## src/rtl/l1_miss_handler.sv

```systemverilog
// L1 miss fill engine: per-port pending slots, round-robin pick, a single BRAM read in
// flight, and a fill written into the cache entry named by a cyclic victim pointer.
`ifndef CHUNK_WIDTH
`define CHUNK_WIDTH 16
`endif

module l1_mh_slot #(
  parameter int AW = 12
) (
  input  logic          clk_i,
  input  logic          rst_i,
  input  logic          cap_i,
  input  logic [AW-1:0] addr_i,
  input  logic          clr_i,
  output logic          pend_o,
  output logic [AW-1:0] addr_o
);
  logic          pend_q;
  logic [AW-1:0] addr_q;

  // A clear always beats a capture on the same edge.
  always_ff @(posedge clk_i or posedge rst_i) begin
    if (rst_i) begin
      pend_q <= 1'b0;
      addr_q <= '0;
    end else if (clr_i) begin
      pend_q <= 1'b0;
    end else if (cap_i) begin
      pend_q <= 1'b1;
      addr_q <= addr_i;
    end
  end

  assign pend_o = pend_q;
  assign addr_o = addr_q;
endmodule

module l1_miss_handler #(
  parameter int                 PORTS       = 4,
  parameter int                 CACHE_SIZE  = 16,
  parameter int                 MEM_LATENCY = 2,
  parameter int                 BLOCK_W     = 16,
  parameter logic [BLOCK_W-1:0] BLOCK_AIR   = '0,
  localparam int CW = `CHUNK_WIDTH,
  localparam int CB = $clog2(CW),
  localparam int AW = 3 * CB,
  localparam int TB = $clog2(CACHE_SIZE),
  localparam int PW = (PORTS > 1) ? $clog2(PORTS) : 1,
  localparam int LW = (MEM_LATENCY > 1) ? $clog2(MEM_LATENCY) : 1
) (
  input  logic                      clk_in,
  input  logic                      rst_in,
  input  logic [PORTS-1:0]          miss_valid,
  input  logic [PORTS-1:0][AW-1:0]  miss_addr,
  output logic [PORTS-1:0]          miss_ready,
  output logic                      mem_rd,
  output logic [AW-1:0]             mem_addr,
  input  logic [BLOCK_W-1:0]        mem_data,
  output logic                      fill_valid,
  output logic [TB-1:0]             fill_idx,
  output logic [AW-1:0]             fill_tag,
  output logic [BLOCK_W-1:0]        fill_data,
  output logic                      busy
);
  typedef enum logic [1:0] {S_IDLE, S_ISSUE, S_WAIT, S_FILL} state_t;

  // Most-negative coordinate marks an invalid tag; flipping each MSB gives offset binary.
  localparam logic [CB-1:0] NEG  = {1'b1, {(CB-1){1'b0}}};
  localparam logic [AW-1:0] MSBS = {3{NEG}};

  state_t               state_q, state_d;
  logic [AW-1:0]        cur_q, cur_d;
  logic [LW-1:0]        cnt_q, cnt_d;
  logic [TB-1:0]        victim_q, victim_d;
  logic [PW-1:0]        rr_q, rr_d;
  logic [BLOCK_W-1:0]   data_q, data_d;

  logic [PORTS-1:0]          pend, cap, clr;
  logic [PORTS-1:0][AW-1:0]  slot_addr;
  logic [PW-1:0]             win, cand;
  logic                      found, any_pend;

  assign any_pend = |pend;
  assign busy     = (state_q != S_IDLE) | any_pend;

  for (genvar i = 0; i < PORTS; i++) begin : g_port
    logic hit_pend, invalid, inflight, ready;

    always_comb begin
      hit_pend = 1'b0;
      for (int j = 0; j < PORTS; j++)
        if (pend[j] && slot_addr[j] == miss_addr[i]) hit_pend = 1'b1;
    end

    assign invalid  = (miss_addr[i][AW-1 -: CB] == NEG) |
                      (miss_addr[i][2*CB-1 -: CB] == NEG) |
                      (miss_addr[i][CB-1:0] == NEG);
    assign inflight = (state_q != S_IDLE) && (miss_addr[i] == cur_q);
    assign clr[i]   = (state_q == S_FILL) && pend[i] && (slot_addr[i] == cur_q);
    // A slot being cleared can only take a miss that merges into the fill in progress.
    assign ready         = ~pend[i] | (clr[i] & (miss_addr[i] == cur_q));
    assign miss_ready[i] = ready & ~rst_in;
    assign cap[i]        = miss_valid[i] & ready & ~invalid & ~hit_pend & ~inflight;

    l1_mh_slot #(.AW(AW)) u_slot (
      .clk_i  (clk_in),
      .rst_i  (rst_in),
      .cap_i  (cap[i]),
      .addr_i (miss_addr[i]),
      .clr_i  (clr[i]),
      .pend_o (pend[i]),
      .addr_o (slot_addr[i])
    );
  end

  always_comb begin
    win   = rr_q;
    cand  = '0;
    found = 1'b0;
    for (int k = 0; k < PORTS; k++) begin
      cand = PW'((int'(rr_q) + k) % PORTS);
      if (!found && pend[cand]) begin
        found = 1'b1;
        win   = cand;
      end
    end
  end

  always_ff @(posedge clk_in or posedge rst_in) begin
    if (rst_in) begin
      state_q  <= S_IDLE;
      cur_q    <= '0;
      cnt_q    <= '0;
      victim_q <= '0;
      rr_q     <= '0;
      data_q   <= BLOCK_AIR;
    end else begin
      state_q  <= state_d;
      cur_q    <= cur_d;
      cnt_q    <= cnt_d;
      victim_q <= victim_d;
      rr_q     <= rr_d;
      data_q   <= data_d;
    end
  end

  always_comb begin
    state_d    = state_q;
    cur_d      = cur_q;
    cnt_d      = cnt_q;
    victim_d   = victim_q;
    rr_d       = rr_q;
    data_d     = data_q;
    mem_rd     = 1'b0;
    mem_addr   = '0;
    fill_valid = 1'b0;
    fill_idx   = '0;
    fill_tag   = '0;
    fill_data  = BLOCK_AIR;
    unique case (state_q)
      S_IDLE: if (any_pend) begin
        state_d = S_ISSUE;
        cur_d   = slot_addr[win];
        rr_d    = (win == PW'(PORTS - 1)) ? '0 : win + 1'b1;
      end
      S_ISSUE: begin
        mem_rd   = 1'b1;
        mem_addr = cur_q ^ MSBS;
        cnt_d    = LW'(MEM_LATENCY - 1);
        state_d  = S_WAIT;
      end
      S_WAIT: begin
        if (cnt_q == '0) begin
          data_d  = mem_data;
          state_d = S_FILL;
        end else begin
          cnt_d = cnt_q - 1'b1;
        end
      end
      S_FILL: begin
        fill_valid = 1'b1;
        fill_idx   = victim_q;
        fill_tag   = cur_q;
        fill_data  = data_q;
        victim_d   = (victim_q == TB'(CACHE_SIZE - 1)) ? '0 : victim_q + 1'b1;
        state_d    = S_IDLE;
      end
      default: state_d = S_IDLE;
    endcase
  end
endmodule
```

## config.mk

```make
export PLATFORM = sky130hd
export DESIGN_NAME = l1_miss_handler
export DESIGN_NICKNAME = d
export VERILOG_FILES = /design/src/rtl/l1_miss_handler.sv
export SDC_FILE = /design/constraint.sdc
export NUM_CORES = 1
export LEC_CHECK = 0
export CAP_MARGIN = 0
export CORE_MARGIN = 3
export CORE_UTILIZATION = 55
export DETAILED_ROUTE_END_ITERATION = 10
export HOLD_SLACK_MARGIN = 0.08
export PLACE_DENSITY = 0.78
export REMOVE_ABC_BUFFERS = 1
export SLEW_MARGIN = 0
export SYNTH_ARGS = -nofsm -noshare
export SYNTH_HDL_FRONTEND = slang
export SYNTH_SLANG_ARGS = --single-unit
```

## constraint.sdc

```tcl
create_clock -name clk_in -period 8.12 [get_ports clk_in]
set_input_delay 2.03 -clock clk_in [delete_from_list [all_inputs] [get_ports clk_in]]
set_output_delay 2.03 -clock clk_in [all_outputs]
set_load 0.01 [all_outputs]
```

==> out/results.ini <==
[run_status]
status = completed

[drt]
num_vias = 6357
avgRoutedWirePerCell_um = 27.7
drc = 0
routed_wl_um = 27800
drt_iter0_markers = 649
vias_per_cell = 6.33
drt_pass1_iterations = 5
ant_nets = 0

[sta]
fin_tns_setup_ns = 0
min_period_ns = 6.40
grt_setup_unrepaired = no
fmax_mhz = 156
slew_headroom = 0.264
finClkSkew_ns = 0.0128
hold_ws_ns = 0.499
slew_viol_final = 0
period_share = 0.788
setup_violations = 0
tightest_slew_ns = 1.10
hold_violations = 0

[synthesis]
yosysSeqAreaShare = 0.273
synth-edff-count = 0
netlist.area_leader.share = 0.273
netlist_top_cells_area = dfrtp_1, xor2_1, xnor2_1
synth_ff_type = dfrtp_1
synthCells = 815
yosys_warnings = 0
synthArstFlopShare = 1.00
synthDistinctLibCells = 50
yosysTopAreaCell = dfrtp_1
synth-seq-cells = 89
syn_area_per_cell_sq_um = 10.0
syn-cell-area_sq_um = 8170

[floorplan]
chipHeight_um = 128
ios = 121
rows = 43
die_w_um = 128
core_area_sq_um = 14200
start_util = 0.575
die-area_sq_um = 16300

[grt]
grt_pass1_vias = 6488
overflow = 0
grt_max_degree = 38
antenna_found_initial = 0
grt_usage = 0.344
grt_pass1_wl_um = 41300

[pwr]
power.density_nw_per_um2 = 386
p_total_mw = 3.47
peakVddDrop_uv = 189
p_leak_nw = 3.64

[setup_path]
crit_arrival_ns = 4.37
start_kind = primary input
crit_path_end_kind = output port
required_ns = 6.09
crit_type = primary input to output port
cp_max_fo = 6

[placement]
placed_cells = 990
place_hpwl_um = 19300
place_congestion = 1.06
placement.io_buffers = 120

[layout]
drive_gt1_frac = 0.137
fin_nets = 896
fin_cells = 1005
n_antenna_cell = 0
fill_cells = 1178
area_growth_pct = 10.1

[job]
drv_cap = 0

[clock_network]
clk_latency_ns = 0.35
numCtsBuffers = 9
postCtsSetupRepairBufs = 0
cts_tree = built
cts_max_level = 3
cts.clk_slew.worst_paths_ns = 0.06
post_cts_resized = 0
root_buffer = clkbuf_16
cts_buffer_depth = 2
hold_buffers = 0
clock-sinks = 89

[hold_path]
hold_path_class = flop to flop

final timing paths:
| check | endpoint | startpoint | slack, ns | depth (start not counted) |
|---|---|---|---|---|
| worst max-delay path | miss_ready[2] | miss_addr[33] | 1.72 | 7 |
| worst min-delay path | data_q[13]$_DFFE_PP0P_ | data_q[13]$_DFFE_PP0P_ | 0.50 | 1 |
| worst max register to register | g_port[1].u_slot.addr_o[8]$_DFFE_PP0P_ | cur_q[2]$_DFFE_PP0P_ | 5.10 | 5 |
| worst min register to register | data_q[13]$_DFFE_PP0P_ | data_q[13]$_DFFE_PP0P_ | 0.50 | 1 |
| max in group asynchronous | cur_q[11]$_DFFE_PP0P_ | rst_in | 5.19 | 3 |
| min in group asynchronous | data_q[5]$_DFFE_PP0P_ | rst_in | 2.08 | 2 |
where the power goes:
part	switching [mW]	total (mW)	internal, mW	leakage [nW]
combinational	0.697	1.63	0.933	2.43
clock	0.183	0.447	0.264	0.155
sequential	0.751	1.40	0.646	1.06
critical path: stages:
cell,delay (ns)
clkdlybuf4s50_1,0.58
xor2_1,0.23
nor4_2,0.32
nand3_1,0.16
nor4_1,0.34
o21a_1,0.16
clkdlybuf4s50_1,0.54
cells in the mapped netlist (11+ instances only):
cell type  number
and2_1         39
buf_2          72
buf_6          19
clkbuf_1       11
clkbuf_8       17
dfrtp_1        89
mux2_2         51
mux2_4         27
mux2i_1        24
nand2_1        25
nand3_1        14
nand4_1        29
nor4_1         41
o21ai_0        19
xnor2_1       103
xor2_1        151
routing by layer:
metal / share of wire / GRT usage / vias up
li1: - / - / 2715
met1: 0.40 / 0.441 / 3138
met2: 0.45 / 0.538 / 401
met3: 0.095 / 0.0738 / 103
met4: 0.058 / 0.196 / 0
met5: 0 / 0 / -
final cells by class:
class,count,area (sq um),share of cell area
multi-input cells,589,4970,0.552
inverters,8,31.3,0.00348
clock buffers,12,267,0.0296
flip-flops and latches,89,2230,0.248
repair buffers,124,1230,0.137
clock inverters,3,47.5,0.00529
well taps,180,225,0.0250
registers in the layout, summed over array words and instances, names as in the netlist:
| register | cells |
|---|---|
| g_port.u_slot.addr_o | 48 |
| data_q | 16 |
| cur_q | 12 |
| g_port.u_slot.pend_o | 4 |
| victim_q | 4 |
| rr_q | 2 |
| state_q | 2 |
| cnt_q | 1 |
cell usage in the layout, fill, tap and decap left out, types with 2 or more instances in the layout:
cell type,n
a21oi_1,4
o2111ai_2,2
and3_1,2
xor2_1,151
a41oi_1,2
mux2_4,27
nor3_1,2
or4b_1,2
ha_1,5
nor2_1,3
clkbuf_16,9
xnor2_1,103
mux2_2,51
o21ai_0,19
buf_4,4
and2_1,39
inv_1,7
nor4_2,6
o21a_1,2
o21ai_1,5
nor2b_1,4
nor4b_1,10
nor4_1,41
nand2b_1,3
mux2i_1,24
nand4_1,29
clkbuf_8,3
clkdlybuf4s50_1,120
dfrtp_1,89
nand2_1,25
nand3_1,14
stage by stage:
step | utilization | instance area, sq um | worst slack [ns]
floorplan | - | 7220 | 1.72
global placement | 0.611 | 8680 | 1.79
detailed placement | 0.611 | 8680 | 1.74
CTS | 0.633 | 8990 | 1.73
global route | 0.633 | 8990 | 1.54
finish | 0.633 | 8990 | 1.72
kinds of logic after synthesis:
logic type | count (synthesis) | synth area share
flops | 89 | 0.273
buf+inv | 137 | 0.120
xor+xnor | 254 | 0.272
mux | 102 | 0.149
fa+ha+maj | 5 | 0.00766
simple gates | 189 | 0.148
compound gates | 39 | 0.0303
(Power assumes the default switching activity.)
==> RTL edit 1: new RTL, same flow settings <==
The parameter `CACHE_SIZE` goes from 16 to 8.
--- a/src/rtl/l1_miss_handler.sv
+++ b/src/rtl/l1_miss_handler.sv
@@ -39,3 +39,3 @@
   parameter int                 PORTS       = 4,
-  parameter int                 CACHE_SIZE  = 16,
+  parameter int                 CACHE_SIZE  = 8,
   parameter int                 MEM_LATENCY = 2,
Ports: changed (resized fill_idx); port bits go from 121 to 120. No check against the original RTL was run, so the function may have changed too.
==> RTL edit 1 against the original RTL <==
- area after synthesis fell by 2.6%
- total power fell by 1.4%
- design area fell by 1.7%
- wire length fell by 2.3%
- count of clock-buffer cells in the layout fell by 3
- worst setup slack improved by 0.12 ns
- utilization fell by 0.39 points
- sequential cell count fell by 1
- largest power group unchanged
==> RTL edit 1: results (changes against the original RTL) <==
Yosys
  – Register area share after synthesis: 27.7% (was 27.3%)
  – Synth Area in Compound Gates: 3.66% (was 3.03%)
  – Fraction of synthesized area in multiplexers: 14.8% (was 14.9%)
  – Synth Area in XOR/XNOR: 27.8% (was 27.2%)
  – Main synth FF type: dfrtp_1 (unchanged)
  – Combinational family with the most area after synthesis: XOR/XNOR gates (unchanged)
  – Adder-Cell Fraction of Synth Area: 0.943% (was 0.766%)
  – Synth area leaders: dfrtp_1 (28%), xor2_1 (17%), xnor2_1 (11%) (was dfrtp_1 (27%), xor2_1 (16%), xnor2_1 (11%))
  – Top cells by count, synth: xor2_1 (150), xnor2_1 (103), dfrtp_1 (88) (was xor2_1 (151), xnor2_1 (103), dfrtp_1 (89))
  – Cell variety after synth: 43 (was 50)

Power and ir drop
  – Peak VDD IR: 147 uV (was 189 uV)
  – Net Switching: 1.63 mW (about the same)
  – Pleak: 3.53 nW (was 3.64 nW)

Setup path
  – CP endpoint: miss_ready[1] (was miss_ready[2])
  – Worst r2r dst: g_port[3].u_slot.addr_o[9] (was g_port[1].u_slot.addr_o[8])
  – Crit path DAT: 4.25 ns (was 4.37 ns)
  – Crit path launch: miss_addr[17] (was miss_addr[33])
  – FF-to-FF path depth: 6 (was 5)
  – Reg2reg setup slack: 5.14 ns (was 5.10 ns)
  – Critical Path Fanout Max: 6 (unchanged)

Routing
  – Initial drt markers: 784 (was 649)
  – Wire length per cell: 27.3 um (was 27.7 um)
  – Vias per inst: 6.31 (was 6.33)

Final layout
  – Fill cells: 1141 (was 1178)
  – Share of cells above drive strength 1: 13.7% (about the same)
  – Final net count: 886 (was 896)

Global route
  – Vias in the first global route: 6284 (was 6488)
  – First-pass GRT wire length: 40.1 mm (was 41.3 mm)
  – Largest net degree at the start of global routing: 56 (was 38)

Clock network
  – Clock buffer count from CTS: 9 (unchanged)
  – Later-pin clock latency in the skew report: 0.36 ns

Timing
  – Final Skew: 0.0115 ns (was 0.0128 ns)
  – Relative slew slack: 31.8% (was 26.4%)

Worst hold path
  – Hold path start: data_q[2] (was data_q[13])

Place
  – Buffers on Ports: 119 (was 120)
  – Placer Congestion: 1.02 (was 1.06)
  – Post-DP HPWL: 18.7 mm (was 19.3 mm)

Outcome
  – Status: finished clean (unchanged)
RTL edit 1: changes by cell type in the layout (fill, tap and decap cells not counted), moves of 3 or more:
cell	before	now
a41oi_1	2	6
clkbuf_8	3	0
mux2_2	51	71
mux2_4	27	9
nand3_1	14	11
nor2_1	3	6
nor4_2	6	1
o21ai_0	19	9
o21ai_1	5	11
RTL edit 1: kinds of logic (layout without fill, tap and decap cells):
family / count (synthesis) / count (layout)
AO/OA/AOI/OAI: 40 / 40
buffers and inverters: 136 / 146
XOR/XNOR: 253 / 253
adder cells (fa/ha/maj): 6 / 6
multiplexers: 104 / 104
flip-flops: 88 / 88
AND/OR/NAND/NOR: 178 / 178
RTL edit 1: power by group through the flow:
stage | sequential [mW] | clock [mW] | combinational [mW]
floorplan | 0.991 | 0 | 1.19
global placement | 1.34 | 0 | 1.54
detailed placement | 1.35 | 0 | 1.59
CTS | 1.34 | 0.442 | 1.60
global route | 1.37 | 0.462 | 1.75
finish | 1.38 | 0.442 | 1.60
RTL edit 1: cell type report:
class                           count  area [um2]  area share (%)
Clock buffer                        9         225            2.55
Tap cell                          180         225            2.55
Multi-Input combinational cell    581        4860            55.0
Timing Repair Buffer              124        1230            13.9
Sequential cell                    88        2200            24.9
Clock inverter                      7        76.3           0.864
Inverter                            6        23.8           0.269
RTL edit 1: stage by stage:
| step | power [mW] | area, um2 | instances | setup WS (ns) | hold WS, ns |
|---|---|---|---|---|---|
| floorplan | 2.18 | 7080 | 675 | 1.77 | 0.472 |
| global placement | 2.89 | 8540 | 979 | 1.78 | 0.480 |
| detailed placement | 2.94 | 8540 | 979 | 1.82 | 0.489 |
| CTS | 3.38 | 8840 | 995 | 1.82 | 0.503 |
| global route | 3.58 | 8840 | 995 | 1.71 | 0.517 |
| finish | 3.42 | 8840 | 995 | 1.84 | 0.503 |
RTL edit 1: layer usage:
layer / vias up / GRT usage (%) / part of all wire (%)
met1: 3038 / 44.2 / 39
met4: 0 / 19.2 / 6.2
met2: 448 / 52.1 / 44
met3: 112 / 7.24 / 9.8
li1: 2684 / - / -
met5: - / 0 / 0
RTL edit 1: worst min-delay path by stage:
stage                  to  slack [ns]  depth (start not counted)
6_report        data_q[2]        0.50                          1
5_1_grt         data_q[5]        0.52                          1
4_1_cts         data_q[0]        0.50                          1
3_5_place_dp    data_q[0]        0.49                          1
3_3_place_gp   data_q[13]        0.48                          1
2_1_floorplan  data_q[15]        0.47                          1
==> RTL edit 2: new RTL, config.mk and constraints unchanged <==
Without the edit above. Encoding of `state_t`: now one-hot (4 bits for 4 states).
--- a/src/rtl/l1_miss_handler.sv
+++ b/src/rtl/l1_miss_handler.sv
@@ -64,3 +64,3 @@
 );
-  typedef enum logic [1:0] {S_IDLE, S_ISSUE, S_WAIT, S_FILL} state_t;
+  typedef enum logic [3:0] {S_IDLE = 4'b0001, S_ISSUE = 4'b0010, S_WAIT = 4'b0100, S_FILL = 4'b1000} state_t;
 
Check against the original RTL: no difference found for any inputs over 4 cycles, from zero or initial values and one cycle with rst_in high; so few cycles prove little.
==> RTL edit 2 against the original RTL <==
- wire length decreased by 4.6%
- design area increased by 3.2%
- worst setup slack improved by 0.037 ns
- sequential cell count increased by 2
- area after synthesis increased by 2.0%
- clock skew decreased by 0.0065 ns
- sequential share of layout area decreased by 0.22 points
- total power decreased by 14%
- critical path type unchanged
==> RTL edit 2: results (changes against the original RTL) <==
Yosys
  – Synth Area in XOR/XNOR: 29.2% (was 27.2%)
  – Adder-Cell Fraction of Synth Area: 0.150% (was 0.766%)
  – Synth Area in Compound Gates: 2.69% (was 3.03%)
  – Mapped Cells: 850 (was 815)
  – Top cells by count, synth: xor2_1 (181), xnor2_1 (97), dfrtp_1 (90) (was xor2_1 (151), xnor2_1 (103), dfrtp_1 (89))
  – Cell variety after synth: 48 (was 50)
  – Fraction of synthesized area in multiplexers: 14.8% (was 14.9%)
  – Register area share after synthesis: 27.3% (about the same)

Outcome
  – Status: finished clean (unchanged)

Global route
  – First-pass GRT wire length: 39.5 mm (was 41.3 mm)
  – GRT Total Usage: 31.9% (was 34.4%)
  – Met2 Use GR: 48.7% (was 53.8%)
  – Met1 usage: 42.7% (was 44.1%)
  – Global-route track usage on met3: 7.83% (was 7.38%)
  – Largest net degree at the start of global routing: 55 (was 38)

Place
  – Post-Place Setup Slack: 1.83 ns (was 1.74 ns)
  – Placed cell area: 8960 um2 (was 8680 um2)
  – Post-DP HPWL: 17.7 mm (was 19.3 mm)
  – Placer Congestion: 1.00 (was 1.06)

Worst hold path
  – WHS Endpoint: data_q[8] (was data_q[13])

Routing
  – Initial drt markers: 875 (was 649)

Timing
  – Final Skew: 0.00623 ns (was 0.0128 ns)
  – Hold WS: 0.498 ns (was 0.499 ns)

Setup path
  – Crit path launch: miss_addr[9] (was miss_addr[33])
  – Reg2reg setup slack: 5.44 ns (was 5.10 ns)
  – CP endpoint: miss_ready[0] (was miss_ready[2])
  – Crit path DAT: 4.33 ns (was 4.37 ns)
  – FF-to-FF Start: cur_q[3] (was cur_q[2])
  – Worst r2r dst: g_port[3].u_slot.addr_o[6] (was g_port[1].u_slot.addr_o[8])

Final layout
  – Sequential Area: 2280 um2 (was 2230 um2)
  – Final non-clock buffer share: 13.2% (was 13.7%)
  – Fill cells: 1208 (was 1178)
  – Final net count: 926 (was 896)
  – Multi-input combinational area share: 56.1% (was 55.2%)
  – Non-clk bufs: 123 (was 124)
  – Clk tree area frac: 3.49% (about the same)

Clock network
  – Clock Sinks: 91 (was 89)

Power and ir drop
  – Pleak: 3.91 nW (was 3.64 nW)
  – Peak VDD IR: 204 uV (was 189 uV)
[RTL edit 2: logic make-up (layout without fill, tap and decap cells)]
| kind of cell | count (synthesis) | in the layout |
|---|---|---|
| and+or+nand+nor | 209 | 209 |
| muxes | 103 | 103 |
| buffers and inverters | 134 | 144 |
| adders and majority gates | 1 | 1 |
| AOI/OAI and AO/OA | 34 | 34 |
| DFF | 91 | 91 |
| xor gates and xnor gates | 278 | 278 |
[RTL edit 2: metal layers]
| layer | wire length, um | vias to the layer above |
|---|---|---|
| li1 | - | 2853 |
| met1 | 10300 | 3170 |
| met2 | 11800 | 497 |
| met3 | 3040 | 114 |
| met4 | 1390 | 0 |
| met5 | 0 | - |
[RTL edit 2: power by group through the flow]
stage	clock network [mW]	logic, mW	registers, mW
floorplan	0	0.991	0.934
global placement	0	1.15	1.27
detailed placement	0	1.18	1.27
CTS	0.477	1.19	1.26
global route	0.493	1.31	1.29
finish	0.471	1.20	1.31
